==> src/rtl/mem_arb_pkg.sv <==
// Shared encodings for the CPU/DMA memory port arbiter.
package mem_arb_pkg;

    localparam int WORD_SIZE = 16;

    typedef enum logic [1:0] {
        ARB_IDLE   = 2'd0,
        ARB_ACCESS = 2'd1,
        ARB_RESP   = 2'd2
    } arb_state_e;

    localparam logic OWN_CPU = 1'b0;
    localparam logic OWN_DMA = 1'b1;

endpackage

==> src/rtl/arb_priority_pick.sv <==
// Combinational winner select between the CPU and DMA requesters.
// Build option MEM_ARB_RR_EN: round-robin on ties instead of fixed CPU priority.
module arb_priority_pick
    import mem_arb_pkg::*;
(
    input  logic cpu_req,
    input  logic dma_req,
    input  logic owner,
    output logic grant_valid,
    output logic grant
);

    assign grant_valid = cpu_req | dma_req;

`ifdef MEM_ARB_RR_EN
    // A tie goes to whichever port did not win last time.
    always_comb begin
        if (cpu_req && dma_req) begin
            grant = ~owner;
        end else if (cpu_req) begin
            grant = OWN_CPU;
        end else begin
            grant = OWN_DMA;
        end
    end
`else
    logic unused_owner;
    assign unused_owner = owner;
    assign grant        = cpu_req ? OWN_CPU : OWN_DMA;
`endif

endmodule

==> src/rtl/mem_port_arbiter.sv <==
// Shares the unified CPU memory port between the CPU and a DMA engine.
// Build option MEM_ARB_RR_EN selects round-robin tie-breaking (see arb_priority_pick).
//
// state      | meaning
// ARB_IDLE   | sample requests, latch the winner's transaction
// ARB_ACCESS | drive memory strobes for MEM_LATENCY cycles
// ARB_RESP   | one-cycle ready pulse to the winner
module mem_port_arbiter #(
    parameter int WORD_SIZE   = mem_arb_pkg::WORD_SIZE,
    parameter int MEM_LATENCY = 2
) (
    input  logic                 clk,
    input  logic                 reset,
    input  logic                 cpu_req,
    input  logic                 cpu_we,
    input  logic [WORD_SIZE-1:0] cpu_addr,
    input  logic [WORD_SIZE-1:0] cpu_wdata,
    output logic [WORD_SIZE-1:0] cpu_rdata,
    output logic                 cpu_ready,
    input  logic                 dma_req,
    input  logic                 dma_we,
    input  logic [WORD_SIZE-1:0] dma_addr,
    input  logic [WORD_SIZE-1:0] dma_wdata,
    output logic [WORD_SIZE-1:0] dma_rdata,
    output logic                 dma_ready,
    output logic                 mem_read,
    output logic                 mem_write,
    output logic [WORD_SIZE-1:0] mem_addr,
    output logic [WORD_SIZE-1:0] mem_wdata,
    input  logic [WORD_SIZE-1:0] mem_rdata,
    output logic                 owner,
    output logic                 busy
);
    import mem_arb_pkg::*;

    localparam logic [3:0] CNT_LOAD = 4'(MEM_LATENCY - 1);

    arb_state_e           state;
    arb_state_e           state_next;
    logic [3:0]           cnt;
    logic                 we_lat;
    logic [WORD_SIZE-1:0] addr_lat;
    logic [WORD_SIZE-1:0] wdata_lat;
    logic                 grant_valid;
    logic                 grant;

    arb_priority_pick u_pick (
        .cpu_req     (cpu_req),
        .dma_req     (dma_req),
        .owner       (owner),
        .grant_valid (grant_valid),
        .grant       (grant)
    );

    always_comb begin
        state_next = state;
        mem_read   = 1'b0;
        mem_write  = 1'b0;
        mem_addr   = '0;
        mem_wdata  = '0;
        cpu_ready  = 1'b0;
        dma_ready  = 1'b0;
        busy       = 1'b0;
        case (state)
            ARB_IDLE: begin
                if (grant_valid) begin
                    state_next = ARB_ACCESS;
                end
            end
            ARB_ACCESS: begin
                busy      = 1'b1;
                mem_read  = ~we_lat;
                mem_write = we_lat;
                mem_addr  = addr_lat;
                mem_wdata = wdata_lat;
                if (cnt == 4'd0) begin
                    state_next = ARB_RESP;
                end
            end
            ARB_RESP: begin
                busy       = 1'b1;
                cpu_ready  = (owner == OWN_CPU);
                dma_ready  = (owner == OWN_DMA);
                state_next = ARB_IDLE;
            end
            default: begin
                state_next = ARB_IDLE;
            end
        endcase
    end

    always_ff @(posedge clk) begin
        if (reset) begin
            state     <= ARB_IDLE;
            cnt       <= 4'd0;
            we_lat    <= 1'b0;
            addr_lat  <= '0;
            wdata_lat <= '0;
            owner     <= OWN_DMA;
            cpu_rdata <= '0;
            dma_rdata <= '0;
        end else begin
            state <= state_next;
            case (state)
                ARB_IDLE: begin
                    if (grant_valid) begin
                        owner     <= grant;
                        we_lat    <= (grant == OWN_CPU) ? cpu_we    : dma_we;
                        addr_lat  <= (grant == OWN_CPU) ? cpu_addr  : dma_addr;
                        wdata_lat <= (grant == OWN_CPU) ? cpu_wdata : dma_wdata;
                        cnt       <= CNT_LOAD;
                    end
                end
                ARB_ACCESS: begin
                    if (cnt != 4'd0) begin
                        cnt <= cnt - 4'd1;
                    end else if (!we_lat) begin
                        // Last strobe cycle: memory data is valid now.
                        if (owner == OWN_CPU) begin
                            cpu_rdata <= mem_rdata;
                        end else begin
                            dma_rdata <= mem_rdata;
                        end
                    end
                end
                default: begin
                end
            endcase
        end
    end

endmodule

==> config.mk <==
export PLATFORM = sky130hd
export DESIGN_NAME = mem_port_arbiter
export DESIGN_NICKNAME = d
export VERILOG_FILES = /design/src/rtl/mem_arb_pkg.sv /design/src/rtl/arb_priority_pick.sv /design/src/rtl/mem_port_arbiter.sv
export SDC_FILE = /design/constraint.sdc
export NUM_CORES = 1
export LEC_CHECK = 0
export CAP_MARGIN = 20
export CORE_MARGIN = 3
export CORE_UTILIZATION = 43
export CTS_BUF_LIST = sky130_fd_sc_hd__clkbuf_8
export DETAILED_ROUTE_END_ITERATION = 8
export PLACE_DENSITY = 0.82
export SYNTH_ARGS = -nofsm -noshare
export SYNTH_HDL_FRONTEND = slang
export SYNTH_HIERARCHICAL = 1
export SYNTH_SLANG_ARGS = --single-unit
==> constraint.sdc <==
create_clock -name clk -period 1.95 [get_ports clk]
set_input_delay 0.4875 -clock clk [delete_from_list [all_inputs] [get_ports clk]]
set_output_delay 0.4875 -clock clk [all_outputs]
set_load 0.02 [all_outputs]
Yosys cells after proc, flatten, opt, wreduce, memory -nomap -nowiden
Cells that the tools add are included.
{ "word_totals": {"regBits": 72, "out_inout_bits": 70} }
{ "op_classes": {"addsub": 1, "eq_ne": 5, "muxes": 17, "n_bitwise": 4, "n_reduce_logical": 10} }
{ "op_table": {"columns": ["operator", "count"], "rows": [
  ["$mux 16", 4],
  ["$mux 4", 2],
  ["$pmux 4 s2", 1],
  ["$reduce_and 4->1", 2],
  ["$mux 1", 7],
  ["$ne 2x2->1 const B", 3],
  ["$logic_not 4->1", 1],
  ["$mux 2", 2],
  ["$pmux 2 s2", 1],
  ["$reduce_and 2->1", 2],
  ["$reduce_bool 4->1", 1],
  ["$sub 4x1->4 const B", 1],
  ["$not 1->1", 3],
  ["$reduce_and 3->1", 1],
  ["$eq 2x1->1 const B", 1],
  ["$eq 2x2->1 const B", 1],
  ["$logic_not 2->1", 1],
  ["$reduce_bool 2->1", 1],
  ["$reduce_or 2->1", 1],
  ["$or 1x1->1", 1]
]} }

Longest topological paths before layout
Gate-level depths: netlist of the first run.
{ "depth": {"ltp_word": 3, "mapped_depth": 7, "depth_no_buf": 5} }

Modules after synthesis
Netlist of the first run, hierarchy kept.
{ "by_module_without_submodules": {"columns": ["mod", "instances", "cells_each", "area_per_inst_um2", "seq_area_each_um2"], "rows": [
  ["mem_port_arbiter", 1, 365, 3482.1, 1441.4],
  ["arb_priority_pick", 1, 2, 10.0, 0.0]
]} }

Least setup slack after synthesis of the first run
No wires, ideal clock.
{ "synth_timing": {"path_type": "reg2out", "start": "reg state[1]", "end": "out mem_addr[0]", "arrival_ns": 1.380, "required_time_ns": 1.462, "slack_ns": 0.082, "stages_incl_launch_ff": 6, "path_buffers": 2, "cell_sequence": "dfxtp_1 inv_1 ha_1 clkbuf_1 clkbuf_1 and2_1"} }
{ "synth_via": {"elab_chain_len": 2} }
{ "synth_rtl": {"columns": ["element", "line_no", "source"], "rows": [
  ["start, declared", "mem_port_arbiter.sv:38", "arb_state_e state;"],
  ["start signal, assigned", "mem_port_arbiter.sv:103", "state <= state_next;"],
  ["$eq 2x1->1", "mem_port_arbiter.sv:64", "case (state)"],
  ["$mux 16", "mem_port_arbiter.sv:64", null],
  ["end, declared", "mem_port_arbiter.sv:28", "output logic [WORD_SIZE-1:0] mem_addr,"]
]} }
Every way passes these cells.

Final worst setup path of the first run
{ "layout_timing": {"start": "reg state[0]", "end": "out cpu_ready"} }
{ "layout_via": {"elab_chain_len": 2} }
{ "layout_rtl": {"columns": ["element", "line_no", "source"], "rows": [
  ["$eq 2x2->1", "mem_port_arbiter.sv:64", null],
  ["$mux 1", "mem_port_arbiter.sv:64", null],
  ["end, declared", "mem_port_arbiter.sv:19", "output logic cpu_ready,"]
]} }
Every way passes these cells.

==> results.json, run 1 <==
{
  "final_util": 0.703,
  "tns_ns": 0,
  "worstSkewPairLatency_ns": 0.34,
  "synth_seq_cells": 72,
  "clock-sinks": 72,
  "dieArea_um2": 9240,
  "start_kind": "flop",
  "grt-ovfl-total": 0,
  "antennaDiodeCount": 0,
  "clk_pin_slew_ns": 0.08,
  "yosysWarningCount": 6,
  "postLayoutCellArea_um2": 5490,
  "hold_slack_ns": 0.470,
  "place_congestion": 0.769,
  "drive_gt1_frac": 0.179,
  "start_util": 0.447,
  "io_pins": 156,
  "htree_levels": 3,
  "yosysTopAreaCellShare": 0.413,
  "die_x_um": 96.1,
  "synth_area_leader_cell": "dfxtp_1",
  "path_class": "reg -> out",
  "status": "finished, final reports clean",
  "die_h_um": 96.1,
  "n_fill_cell": 633,
  "synthFlopType": "dfxtp_1",
  "setup_viol_count_final": 0,
  "drtAntennaViolNets": 0,
  "async_flop_share": 0,
  "fin_crit_ns": 1.88,
  "hold_viol_final": 0,
  "holdPathStages": 2,
  "cp_cell_sequence": "buf_4, inv_1, ha_1, nor2b_1, buf_2",
  "grt_start_max_net_pins": 90,
  "synth.avg_cell_area_um2": 9.52,
  "p_leak_uw": 0.00235,
  "yosysMostFrequentCell": "dfxtp_1",
  "vias": 3148,
  "syn-cell-area_um2": 3490,
  "place_area_um2": 5290,
  "cp.required_ns": 1.46,
  "critPathMaxStageDelay_ns": 0.34,
  "wl_per_cell_um": 14.8,
  "worstPathArrival_ns": 1.39,
  "cts-buffers-inserted": 9,
  "fmax_mhz": 532,
  "drc": 0,
  "grt_pass1_vias": 3144,
  "cts_tree": "built",
  "irDropWorstVdd_uv": 498,
  "rows": 32,
  "relSlewSlack": 0.710,
  "path_max_fanout": 3,
  "maxCapViolCount": 0,
  "core-area_um2": 7810,
  "postCtsHoldBufs": 0,
  "dp_hpwl_um": 6910,
  "cts.path.max_buffers": 2,
  "worst_pin_slew_ns": 0.433,
  "crit_start": "state[0]",
  "nets": 623,
  "ys_types": 31,
  "first_pass_iters": 4,
  "fin_skew_ns": 0.00956,
  "synthCells": 367,
  "antenna_found_initial": 0,
  "rr_worst_depth": 5,
  "drv_slew": 0,
  "ys_top_cells_by_count": "72 x dfxtp_1, 67 x mux2i_1, 52 x nand2b_1",
  "cp-end-kind": "output port",
  "area_delta_synth_final_pct": 57.1,
  "drtIter0Drc": 75,
  "synth_top_cells_by_area": "dfxtp_1 41%, mux2i_1 19%, nand2b_1 9.3%",
  "synth-edff-count": 0,
  "vias_per_cell": 4.93,
  "r2r-start": "cnt[0]",
  "hold_path.class": "reg -> reg",
  "power.total_uw": 6420,
  "clockRootBuffer": "clkbuf_8",
  "final.period_utilization": 0.963,
  "min_from": "dma_rdata[10]",
  "rsz0062_at_grt": "false",
  "cp_slowest_cell": "dfxtp_2",
  "ys_seq_area_frac": 0.413,
  "grtUsageTotal": 0.203,
  "drt-total-wl_um": 9430,
  "syn-num-nets": 459,
  "grt_pass1_wl_um": 14700,
  "cellPowerDensity_nw_per_um2": 1170,
  "io_buffers": 155
}
==> routing by layer <==
metal / GRT usage / wire, µm / up-vias
met4: 0.0652 / 97 / 0
met2: 0.344 / 4680 / 127
met5: 0 / 0 / -
met3: 0.0383 / 622 / 9
li1: - / - / 1586
met1: 0.259 / 4020 / 1426
==> critical path, delay by kind of cell, from the launching register on <==
family                   cells  cell delay (ns)
flip-flops                   1             0.34
buffers and inverters        3             0.41
AND/OR/NAND/NOR              1             0.13
adder cells (fa/ha/maj)      1             0.18
==> power by group <==
| part | internal (µW) | switching (µW) | total [µW] |
|---|---|---|---|
| Clock | 736 | 592 | 1330 |
| Sequential | 1850 | 232 | 2080 |
| Combinational | 1460 | 1560 | 3020 |
==> sequential cells by signal, summed over array words and instances (netlist names) <==
register   count
wdata_lat     16
dma_rdata     16
we_lat         1
state          2
owner          1
cnt            4
cpu_rdata     16
addr_lat      16
==> what timing repair did <==
item	in CTS	in global routing
setup endpoints to repair	41	24
pin swaps	2	1
hold endpoints to repair	0	0
setup buffers	3	0
resized for setup	178	10
cloned	1	0
==> final timing paths <==
kind,to,slack (ns)
max,cpu_ready,0.07
min reg2reg,dma_rdata[10],0.47
max reg2reg,cnt[0],0.19
min,dma_rdata[10],0.47
==> layout make-up <==
| cell class | instances | area [µm²] | share of cell area |
|---|---|---|---|
| well taps | 102 | 128 | 0.0233 |
| flip-flops and latches | 72 | 1440 | 0.263 |
| inverters | 6 | 22.5 | 0.00410 |
| clock inverters | 7 | 105 | 0.0192 |
| clock buffers | 9 | 124 | 0.0226 |
| multi-input cells | 260 | 1940 | 0.353 |
| repair buffers | 182 | 1730 | 0.315 |
==> cell families (layout without fill, tap and decap cells) <==
| kind of cell | count (synthesis) | in the layout | synth area share |
|---|---|---|---|
| and+or+nand+nor | 142 | 142 | 0.239 |
| DFF | 72 | 72 | 0.413 |
| muxes | 67 | 67 | 0.192 |
| AOI/OAI and AO/OA | 45 | 45 | 0.0928 |
| buffers and inverters | 35 | 204 | 0.0416 |
| adders and majority gates | 6 | 6 | 0.0215 |
==> cells in the final DEF, fill, tap and decap left out, types with 3 or more instances in the layout <==
cell,count
nor2b_1,5
mux2i_1,67
buf_4,22
and2_4,4
clkinv_4,3
buf_6,14
o21ai_0,3
buf_2,22
clkbuf_8,9
clkdlybuf4s50_1,116
ha_1,5
inv_1,4
dfxtp_1,70
a211oi_1,33
nor2_1,35
and2_1,31
nand2b_1,52
a21oi_1,5
buf_12,6
==> through the flow <==
| stage | cells | setup slack [ns] |
|---|---|---|
| after floorplan | 367 | 0.0823 |
| after global placement | 619 | -0.0349 |
| after detailed placement | 619 | -0.0720 |
| after CTS | 639 | -0.00213 |
| after global routing | 638 | 0.00794 |
| final | 638 | 0.0712 |
Power figures use the tool's default switching activity.
==> run 2: changes to the inputs <==
- SLEW_MARGIN: not set -> 40
==> results of run 2 <==
Final layout, timing and power as in run 1 (identical DEF).
==> run 3: changes to the inputs <==
- CELL_PAD_IN_SITES_DETAIL_PLACEMENT: not set -> 1
- CELL_PAD_IN_SITES_GLOBAL_PLACEMENT: not set -> 1
- CORE_UTILIZATION: 43 -> 30
- CTS_BUF_LIST: sky130_fd_sc_hd__clkbuf_8 -> not set
- PLACE_DENSITY: 0.82 -> not set
- PLACE_DENSITY_LB_ADDON: not set -> 0.1
==> run 3 against run 2 <==
Against the previous run: core utilization shrank 21 points; critical path depth is the same; sequential cell count is the same; wire length grew 11%; via count grew 0.92%; first-iteration DRC count grew 19%; clock-buffer cell count grew 4; sequential share of layout area is essentially flat; register-to-register slack is essentially flat; highest routed layer unchanged.
==> results.json, run 3 (synthesized netlist as in run 1, its figures left out) <==
{
  "rsz0062_at_grt": "false",
  "htree_levels": 3,
  "grt-ovfl-total": 0,
  "antenna_found_initial": 0,
  "hold_path.class": "reg -> reg",
  "worstSkewPairLatency_ns": 0.33,
  "grtUsageTotal": 0.164,
  "crit_start": "state[1]",
  "final.period_utilization": 0.963,
  "power.total_uw": 6690,
  "wl_per_cell_um": 15.6,
  "reg2reg_to": "dma_rdata[5]",
  "grt_pass1_wl_um": 16900,
  "setup_viol_count_final": 0,
  "placed_cells": 655,
  "cts_tree": "built",
  "fin_crit_ns": 1.88,
  "cp_slowest_cell": "dfxtp_1",
  "finalNonFillerCells": 671,
  "register_area_um2": 1440,
  "multi_input_area_um2": 1930,
  "worstPathArrival_ns": 1.39,
  "grt_pass1_vias": 3453,
  "postCtsSetupBuffers": 0,
  "drc": 0,
  "fin_skew_ns": 0.00604,
  "min_from": "dma_rdata[14]",
  "holdPathStages": 2,
  "maxCapViolCount": 0,
  "start_util": 0.314,
  "area_delta_synth_final_pct": 56.9,
  "cts.path.max_buffers": 2,
  "nets": 618,
  "r2r-start": "state[1]",
  "place_congestion": 0.738,
  "cellPowerDensity_nw_per_um2": 1220,
  "clk_pin_slew_ns": 0.05,
  "core-area_um2": 11100,
  "drive_gt1_frac": 0.154,
  "die_x_um": 114,
  "vias": 3177,
  "hold_viol_final": 0,
  "worst_pin_slew_ns": 0.355,
  "holdPathEnd": "dma_rdata[14]",
  "fmax_mhz": 532,
  "dpl_worst_slack_ns": -0.0726,
  "layout_commonest_cell": "clkdlybuf4s50_1",
  "io_pins": 156,
  "io_buffers": 155,
  "relSlewSlack": 0.757,
  "r2r_slack_ns": 0.18,
  "start_kind": "flop",
  "final_cell_mix": "116 x clkdlybuf4s50_1, 71 x dfxtp_1, 67 x mux2i_1, 52 x nand2b_1, 36 x buf_2",
  "clock-sinks": 72,
  "cts-buffers-inserted": 9,
  "critPathMaxStageDelay_ns": 0.31,
  "path_max_fanout": 28,
  "dieArea_um2": 13000,
  "irDropWorstVdd_uv": 697,
  "p_leak_uw": 0.00235,
  "drtAntennaViolNets": 0,
  "drtIter0Drc": 89,
  "antennaDiodeCount": 0,
  "grt_start_max_net_pins": 90,
  "rows": 38,
  "cp.required_ns": 1.46,
  "drv_slew": 0,
  "dp_hpwl_um": 7830,
  "setup_slack_ns": 0.0713,
  "clockRootBuffer": "clkbuf_16",
  "path_class": "reg -> out",
  "vias_per_cell": 4.73,
  "first_pass_iters": 4,
  "die_h_um": 114,
  "n_fill_cell": 1276,
  "cp_cell_sequence": "inv_1, ha_4, buf_12, nor2b_1, buf_2",
  "status": "finished, final reports clean",
  "drt-total-wl_um": 10400,
  "cp-end-kind": "output port",
  "rr_worst_depth": 8
}
## run 3: cell count changes in the layout (fill, tap and decap cells not counted), moves of 4 or more
cell and change:
buf_2 +14, buf_6 -14, clkbuf_16 +9, and2_1 +4, clkbuf_8 -8, and2_4 -4
## run 3: through the flow
stage / hold WS, ns / area (µm²) / setup TNS (ns) / util
floorplan: 0.466 / 3490 / 0 / -
global placement: 0.460 / 5330 / -0.158 / 0.479
detailed placement: 0.465 / 5330 / -2.56 / 0.479
CTS: 0.480 / 5480 / -0.0185 / 0.493
global route: 0.504 / 5480 / 0 / 0.492
finish: 0.474 / 5480 / 0 / 0.492
## run 3: final cells by class
type / count / area share
Timing Repair Buffer: 177 / 0.291
Clock inverter: 3 / 0.0119
Inverter: 6 / 0.00411
Multi-Input combinational cell: 260 / 0.352
Tap cell: 140 / 0.0320
Sequential cell: 72 / 0.263
Clock buffer: 13 / 0.0457
## run 3: what timing repair did
item,CTS,global route
endpoints found under the setup margin,37,5
endpoints found under the hold margin,0,0
gates resized for setup,149,5
hold buffers,0,0
## run 3: layer usage
| metal | GRT usage | vias up | part of all wire |
|---|---|---|---|
| met4 | 0.0435 | 0 | 0.0092 |
| met3 | 0.0615 | 9 | 0.069 |
| met5 | 0 | - | 0 |
| met1 | 0.179 | 1503 | 0.39 |
| li1 | - | 1577 | - |
| met2 | 0.298 | 88 | 0.53 |
## run 3: worst max-delay path, delay by kind of cell (launching register included)
| family | cells | cell delay [ns] |
|---|---|---|
| flip-flops | 1 | 0.31 |
| AND/OR/NAND/NOR | 1 | 0.14 |
| adder cells (fa/ha/maj) | 1 | 0.17 |
| buffers and inverters | 3 | 0.43 |
## run 3: worst max path at each step
stage	end	slack, ns
2_1_floorplan	mem_addr[0]	0.08
3_3_place_gp	cnt[3]	-0.03
3_5_place_dp	addr_lat[14]	-0.07
4_1_cts	mem_wdata[7]	-0.02
5_1_grt	mem_wdata[4]	0.002
6_report	mem_read	0.07
## run 3: power breakdown
group / switching, µW / internal [µW] / total [µW]
clock network: 613 / 1150 / 1770
logic: 1510 / 1330 / 2840
registers: 230 / 1850 / 2080
total: 2350 / 4340 / 6690
